$ cat src/rtl/ram_loader_if.sv
// rtl/ram_loader_if.sv - bus bundle joining ram_loader to its control, download, CPU and RAM sides
interface ram_loader_if #(
  parameter int addr_width_g    = 11,
  parameter int data_width_g    = 8,
  parameter int dl_addr_width_g = 25
);
  logic                       clear_req;
  logic                       dl_busy;
  logic                       dl_wr;
  logic [dl_addr_width_g-1:0] dl_addr;
  logic [7:0]                 dl_data;
  logic [addr_width_g-1:0]    cpu_address;
  logic [data_width_g-1:0]    cpu_data;
  logic                       cpu_wren;
  logic                       cpu_stall;
  logic [addr_width_g-1:0]    ram_address;
  logic [data_width_g-1:0]    ram_data;
  logic                       ram_wren;
  logic [addr_width_g:0]      load_count;
  logic                       done;
  logic                       dl_err;

  modport master (
    output clear_req, dl_busy, dl_wr, dl_addr, dl_data,
    output cpu_address, cpu_data, cpu_wren,
    input  cpu_stall, ram_address, ram_data, ram_wren,
    input  load_count, done, dl_err
  );

  modport slave (
    input  clear_req, dl_busy, dl_wr, dl_addr, dl_data,
    input  cpu_address, cpu_data, cpu_wren,
    output cpu_stall, ram_address, ram_data, ram_wren,
    output load_count, done, dl_err
  );
endinterface

$ cat src/rtl/ram_loader.sv
// rtl/ram_loader.sv - write-side front end for a block RAM: zero-fill, windowed download preload, CPU pass-through
module ram_loader #(
  parameter int addr_width_g    = 11,
  parameter int data_width_g    = 8,
  parameter int base_g          = 0,
  parameter int dl_addr_width_g = 25
) (
  input  logic        clock,
  input  logic        reset_n,
  ram_loader_if.slave bus
);
  localparam int N   = addr_width_g;
  localparam int DW  = data_width_g;
  localparam int DLW = dl_addr_width_g;
  localparam logic [DLW-1:0] BASE = DLW'(base_g);
  localparam logic [N:0]     SAT  = {1'b1, {N{1'b0}}};

  typedef enum logic [1:0] {ST_CLEAR, ST_IDLE, ST_LOAD} state_t;

  state_t          r_state;
  logic [N:0]      r_sweep;
  logic            r_wren;
  logic [N-1:0]    r_addr;
  logic [DW-1:0]   r_data;
  logic [N:0]      r_load_count;
  logic            r_done;
  logic            r_err;
  logic            r_stall;

  logic [DLW-1:0]  w_offset;
  logic            w_in_window;
  logic            w_pass;

  // Range check on the full-width offset so addresses past the window never alias into it.
  assign w_offset    = bus.dl_addr - BASE;
  assign w_in_window = (bus.dl_addr >= BASE) && ((w_offset >> N) == '0);

  // A final LOAD write can land in the first IDLE cycle; it takes the RAM port over the CPU.
  assign w_pass = (r_state == ST_IDLE) && !r_wren;

  assign bus.ram_address = w_pass ? bus.cpu_address : r_addr;
  assign bus.ram_data    = w_pass ? bus.cpu_data    : r_data;
  assign bus.ram_wren    = w_pass ? bus.cpu_wren    : r_wren;
  assign bus.cpu_stall   = r_stall;
  assign bus.load_count  = r_load_count;
  assign bus.done        = r_done;
  assign bus.dl_err      = r_err;

  always_ff @(posedge clock) begin
    if (!reset_n) begin
      r_state      <= ST_CLEAR;
      r_sweep      <= '0;
      r_wren       <= 1'b0;
      r_addr       <= '0;
      r_data       <= '0;
      r_load_count <= '0;
      r_done       <= 1'b0;
      r_err        <= 1'b0;
      r_stall      <= 1'b1;
    end else begin
      r_done  <= 1'b0;
      r_wren  <= 1'b0;
      r_stall <= (r_state != ST_IDLE);
      case (r_state)
        ST_CLEAR: begin
          if (bus.dl_wr) r_err <= 1'b1;
          if (r_sweep[N]) begin
            r_done  <= 1'b1;
            r_state <= bus.dl_busy ? ST_LOAD : ST_IDLE;
          end else begin
            r_wren  <= 1'b1;
            r_addr  <= r_sweep[N-1:0];
            r_data  <= '0;
            r_sweep <= r_sweep + 1'b1;
          end
        end
        ST_IDLE: begin
          if (bus.clear_req) begin
            r_state <= ST_CLEAR;
            r_sweep <= '0;
          end else if (bus.dl_busy) begin
            r_state      <= ST_LOAD;
            r_load_count <= '0;
          end
        end
        ST_LOAD: begin
          if (bus.dl_wr && w_in_window) begin
            r_wren <= 1'b1;
            r_addr <= w_offset[N-1:0];
            r_data <= DW'(bus.dl_data);
            if (r_load_count != SAT) r_load_count <= r_load_count + 1'b1;
          end
          if (!bus.dl_busy) begin
            r_state <= ST_IDLE;
            r_done  <= 1'b1;
          end
        end
        default: r_state <= ST_CLEAR;
      endcase
    end
  end
endmodule

$ cat src/flat_wrapper.sv
// flat-port wrapper written by rule: the top's interface ports become plain ports
module ram_loader_flat 
#(
  parameter int addr_width_g    = 11,
  parameter int data_width_g    = 8,
  parameter int base_g          = 0,
  parameter int dl_addr_width_g = 25
)
  (clock, reset_n, bus_clear_req, bus_dl_busy, bus_dl_wr, bus_dl_addr, bus_dl_data, bus_cpu_address, bus_cpu_data, bus_cpu_wren, bus_cpu_stall, bus_ram_address, bus_ram_data, bus_ram_wren, bus_load_count, bus_done, bus_dl_err);
  ram_loader_if #(.addr_width_g(addr_width_g), .data_width_g(data_width_g), .dl_addr_width_g(dl_addr_width_g)) bus_i ();
  input  logic clock;
  input  logic reset_n;
  input wire logic [$bits(bus_i.clear_req)-1:0] bus_clear_req;
  input wire logic [$bits(bus_i.dl_busy)-1:0] bus_dl_busy;
  input wire logic [$bits(bus_i.dl_wr)-1:0] bus_dl_wr;
  input wire logic [$bits(bus_i.dl_addr)-1:0] bus_dl_addr;
  input wire logic [$bits(bus_i.dl_data)-1:0] bus_dl_data;
  input wire logic [$bits(bus_i.cpu_address)-1:0] bus_cpu_address;
  input wire logic [$bits(bus_i.cpu_data)-1:0] bus_cpu_data;
  input wire logic [$bits(bus_i.cpu_wren)-1:0] bus_cpu_wren;
  output wire logic [$bits(bus_i.cpu_stall)-1:0] bus_cpu_stall;
  output wire logic [$bits(bus_i.ram_address)-1:0] bus_ram_address;
  output wire logic [$bits(bus_i.ram_data)-1:0] bus_ram_data;
  output wire logic [$bits(bus_i.ram_wren)-1:0] bus_ram_wren;
  output wire logic [$bits(bus_i.load_count)-1:0] bus_load_count;
  output wire logic [$bits(bus_i.done)-1:0] bus_done;
  output wire logic [$bits(bus_i.dl_err)-1:0] bus_dl_err;
  assign bus_i.clear_req = bus_clear_req;
  assign bus_i.dl_busy = bus_dl_busy;
  assign bus_i.dl_wr = bus_dl_wr;
  assign bus_i.dl_addr = bus_dl_addr;
  assign bus_i.dl_data = bus_dl_data;
  assign bus_i.cpu_address = bus_cpu_address;
  assign bus_i.cpu_data = bus_cpu_data;
  assign bus_i.cpu_wren = bus_cpu_wren;
  assign bus_cpu_stall = bus_i.cpu_stall;
  assign bus_ram_address = bus_i.ram_address;
  assign bus_ram_data = bus_i.ram_data;
  assign bus_ram_wren = bus_i.ram_wren;
  assign bus_load_count = bus_i.load_count;
  assign bus_done = bus_i.done;
  assign bus_dl_err = bus_i.dl_err;
  ram_loader #(.addr_width_g(addr_width_g), .data_width_g(data_width_g), .base_g(base_g), .dl_addr_width_g(dl_addr_width_g)) u_core (.clock(clock), .reset_n(reset_n), .bus(bus_i));
endmodule
$ cat config.mk
export PLATFORM = sky130hd
export DESIGN_NAME = ram_loader_flat
export DESIGN_NICKNAME = d
export VERILOG_FILES = /design/src/rtl/ram_loader_if.sv /design/src/rtl/ram_loader.sv /design/src/flat_wrapper.sv
export SDC_FILE = /design/constraint.sdc
export NUM_CORES = 1
export LEC_CHECK = 0
export BUFFER_PORTS_ARGS = -buffer_cell sky130_fd_sc_hd__buf_2
export CAP_MARGIN = 0
export CELL_PAD_IN_SITES_DETAIL_PLACEMENT = 0
export CELL_PAD_IN_SITES_GLOBAL_PLACEMENT = 1
export CORE_ASPECT_RATIO = 1.25
export CORE_MARGIN = 2
export CORE_UTILIZATION = 38
export CTS_CLUSTER_DIAMETER = 120
export CTS_CLUSTER_SIZE = 28
export DETAILED_ROUTE_END_ITERATION = 12
export PLACE_DENSITY = 0.85
export SYNTH_ARGS = -nofsm -noshare
export SYNTH_HDL_FRONTEND = slang
export SYNTH_SLANG_ARGS = --single-unit
$ cat constraint.sdc
create_clock -name clock -period 3.8 [get_ports clock]
set_input_delay 0.38 -clock clock [delete_from_list [all_inputs] [get_ports clock]]
set_output_delay 0.38 -clock clock [all_outputs]
set_load 0.03 [all_outputs]
==> summary.txt <==
Yosys
  – Synth Instances: 295
  – Yosys warning total: 0
  – Synth area leader: dfxtp_1
  – Most frequent cells after synthesis: dfxtp_1, nand2_1, nor2_1
  – Synth cell types: 48
  – Compound-gate portion of the synthesized area: 0.159
  – Async set or reset register ratio after synthesis: 0
  – Post-synth EDFFs: 0
  – Sequential fraction of the synthesis area: 0.386
  – Top FF cell, synth: dfxtp_1
  – Average cell area after synthesis: 8.61 µm²
  – Synth area leaders: dfxtp_1, mux2_2, a21oi_1
  – Mux contribution to synthesized area: 0.132
  – #FFs+latches synth: 49
  – Top-area cell type share of the netlist area: 0.386
  – Combinational family with the most area after synthesis: simple AND/OR/NAND/NOR gates
  – Synth Cell Area: 0.00254 mm²
  – Simple-Gate Fraction of Synth Area: 0.265
  – Synthesized net count: 356
  – Most frequent cell after synthesis: dfxtp_1
  – Xor/xnor share of the synthesized area: 0.0138
  – Area share of fa/ha/maj cells after synthesis: 0.0148

Pwr
  – Final Total Pwr: 890 µW
  – Leakage: 0.00135 µW
  – P per Cell Area: 282 mW/mm²
  – Maximum vdd drop: 0.157 mV

Routing
  – Residual DRC count: 0
  – First-pass DRT Iterations: 4
  – Avg Vias per Cell: 5.23
  – Routed len/inst: 13.2 µm
  – Iteration-0 DRC Markers: 67
  – Vias: 2459
  – Wirelength, routed: 6220 µm
  – Antenna viol nets, final: 0

Global routing
  – Initial antenna violation count: 0
  – Pin count of the biggest net entering global routing: 33
  – Vias in the first global route: 2299
  – GRT Util Overall: 0.176
  – First-pass GRT wire length: 10600 µm
  – Grt total ovfl: 0

Outcome
  – Status: complete, no violations

Die
  – Initial cell density of the core: 0.389
  – Core area: 0.00652 mm²
  – Io pins: 93
  – Num rows: 33
  – Total die area: 0.00735 mm²
  – Die W: 77.1 µm
  – Die height: 95.4 µm

Clocking
  – Worst skew pair latency: 300 ps
  – Cts bufs inserted: 5
  – CTS clk-pin slew, worst paths: 90 ps
  – CTS Root Cell: clkbuf_8
  – CTS tree: yes
  – PostCTS Resize Cnt: 0
  – Post-CTS Setup Bufs: 0
  – Clk buf depth: 2
  – Max H-tree Level: 2
  – Clock sinks: 49
  – Hold Buf Count CTS: 0

Place
  – Pre-CTS setup slack: 1350 ps
  – Placer Congestion: 0.813
  – HPWL after DPL: 4630 µm
  – Port bufs: 92

Timing
  – Fmax: 0.368 GHz
  – Skew final: 6.27 ps
  – Slew HR: 0.281
  – Worst setup margin: 1080 ps
  – Post-route clock period utilization: 0.715
  – RSZ-0062 raised after global routing: false
  – Final Critical Period: 2720 ps
  – Final hold viol count: 0
  – Pins Over Slew Limit: 0
  – Setup TNS: 0 ps
  – Final setup vio count: 0
  – Worst Max-Slew Pin Slew: 1080 ps

Layout
  – Syn-to-layout area delta: 24.3%
  – Final net count: 443
  – Multi-input logic area: 0.00149 mm²
  – N_diodes: 0
  – Fillers: 680
  – Seq. cell area: 981 µm²
  – Share of cells above drive strength 1: 0.345

Critical path
  – Worst setup SP type: flop
  – Crit Path Category: reg2out
  – Max FO, Critical Path: 19
  – Required @ worst endpoint: 3420 ps
  – Critical path endpoint category: primary output
  – CP arrival: 2340 ps

Job
  – Max-cap viol count: 0

Worst hold path
  – Hold Path Class: in2reg
## report_power, final
part	internal [µW]	switching (µW)	leakage (µW)	total (µW)
sequential	519	5.21	0.000396	524
combinational	31.5	31.5	0.000910	63.1
clock	127	176	0.0000439	303
total	678	213	0.00135	890
## routing by layer
layer / wire [µm] / GRT usage / up-vias
li1: - / - / 1253
met1: 2850 / 0.217 / 1131
met2: 3000 / 0.317 / 69
met3: 306 / 0.0303 / 6
met4: 65 / 0.0506 / 0
met5: 0 / 0 / -
## stage by stage
stage / cell area [µm²] / utilization / std cells / hold WS [ps]
floorplan: 2540 / - / 295 / 429
global placement: 3070 / 0.470 / 462 / 439
detailed placement: 3070 / 0.470 / 462 / 443
CTS: 3160 / 0.484 / 470 / 277
global route: 3160 / 0.484 / 470 / 302
finish: 3160 / 0.484 / 470 / 290
## state kept, by name (all words and copies together), names as in the netlist
| signal | cells |
|---|---|
| u_core.r_sweep | 12 |
| u_core.r_wren | 1 |
| u_core.bus.load_count | 12 |
| u_core.bus.dl_err | 1 |
| u_core.r_state | 2 |
| u_core.r_addr | 11 |
| u_core.r_data | 8 |
| u_core.bus.cpu_stall | 1 |
| u_core.bus.done | 1 |
## cells by family after synthesis
| group | Yosys count |
|---|---|
| flops | 49 |
| compound gates | 62 |
| mux | 31 |
| buf+inv | 18 |
| simple gates | 128 |
| xor+xnor | 4 |
| fa+ha+maj | 3 |
## critical path, stage by stage (launching register included)
cell,delay (ps)
dfxtp_1,530
nand2b_1,170
nor2_2,740
mux2_2,410
buf_2,180
## final timing paths
kind,slack [ps],from,endpoint,depth (start not counted)
setup / recovery,1080,u_core.r_state[0],bus_ram_data[4],4
hold / removal,290,bus_dl_busy,u_core.r_state[0],2
setup reg to reg,1510,u_core.bus.load_count[0],u_core.bus.load_count[5],7
hold reg to reg,450,u_core.r_data[1],u_core.r_data[1],2
## cells in the final DEF (no fill, tap or decap), drive strengths merged, types with 3 or more instances in the layout
master,count
ha,3
nor4,4
inv,4
a21o,3
nor4b,3
clkbuf,5
buf,94
o21ai,11
nor2,29
nand3,23
a211oi,11
or3,5
nor2b,4
or4,3
a21oi,24
nand4,5
dfxtp,49
mux2i,12
and3,7
nor3,3
nand2,28
mux2,19
## layout make-up
| class | count | share of cell area |
|---|---|---|
| Clock buffer | 5 | 0.0218 |
| Multi-Input combinational cell | 228 | 0.472 |
| Sequential cell | 49 | 0.311 |
| Tap cell | 87 | 0.0345 |
| Timing Repair Buffer | 94 | 0.151 |
| Clock inverter | 3 | 0.00555 |
| Inverter | 4 | 0.00476 |
(Power assumes the default switching activity.)
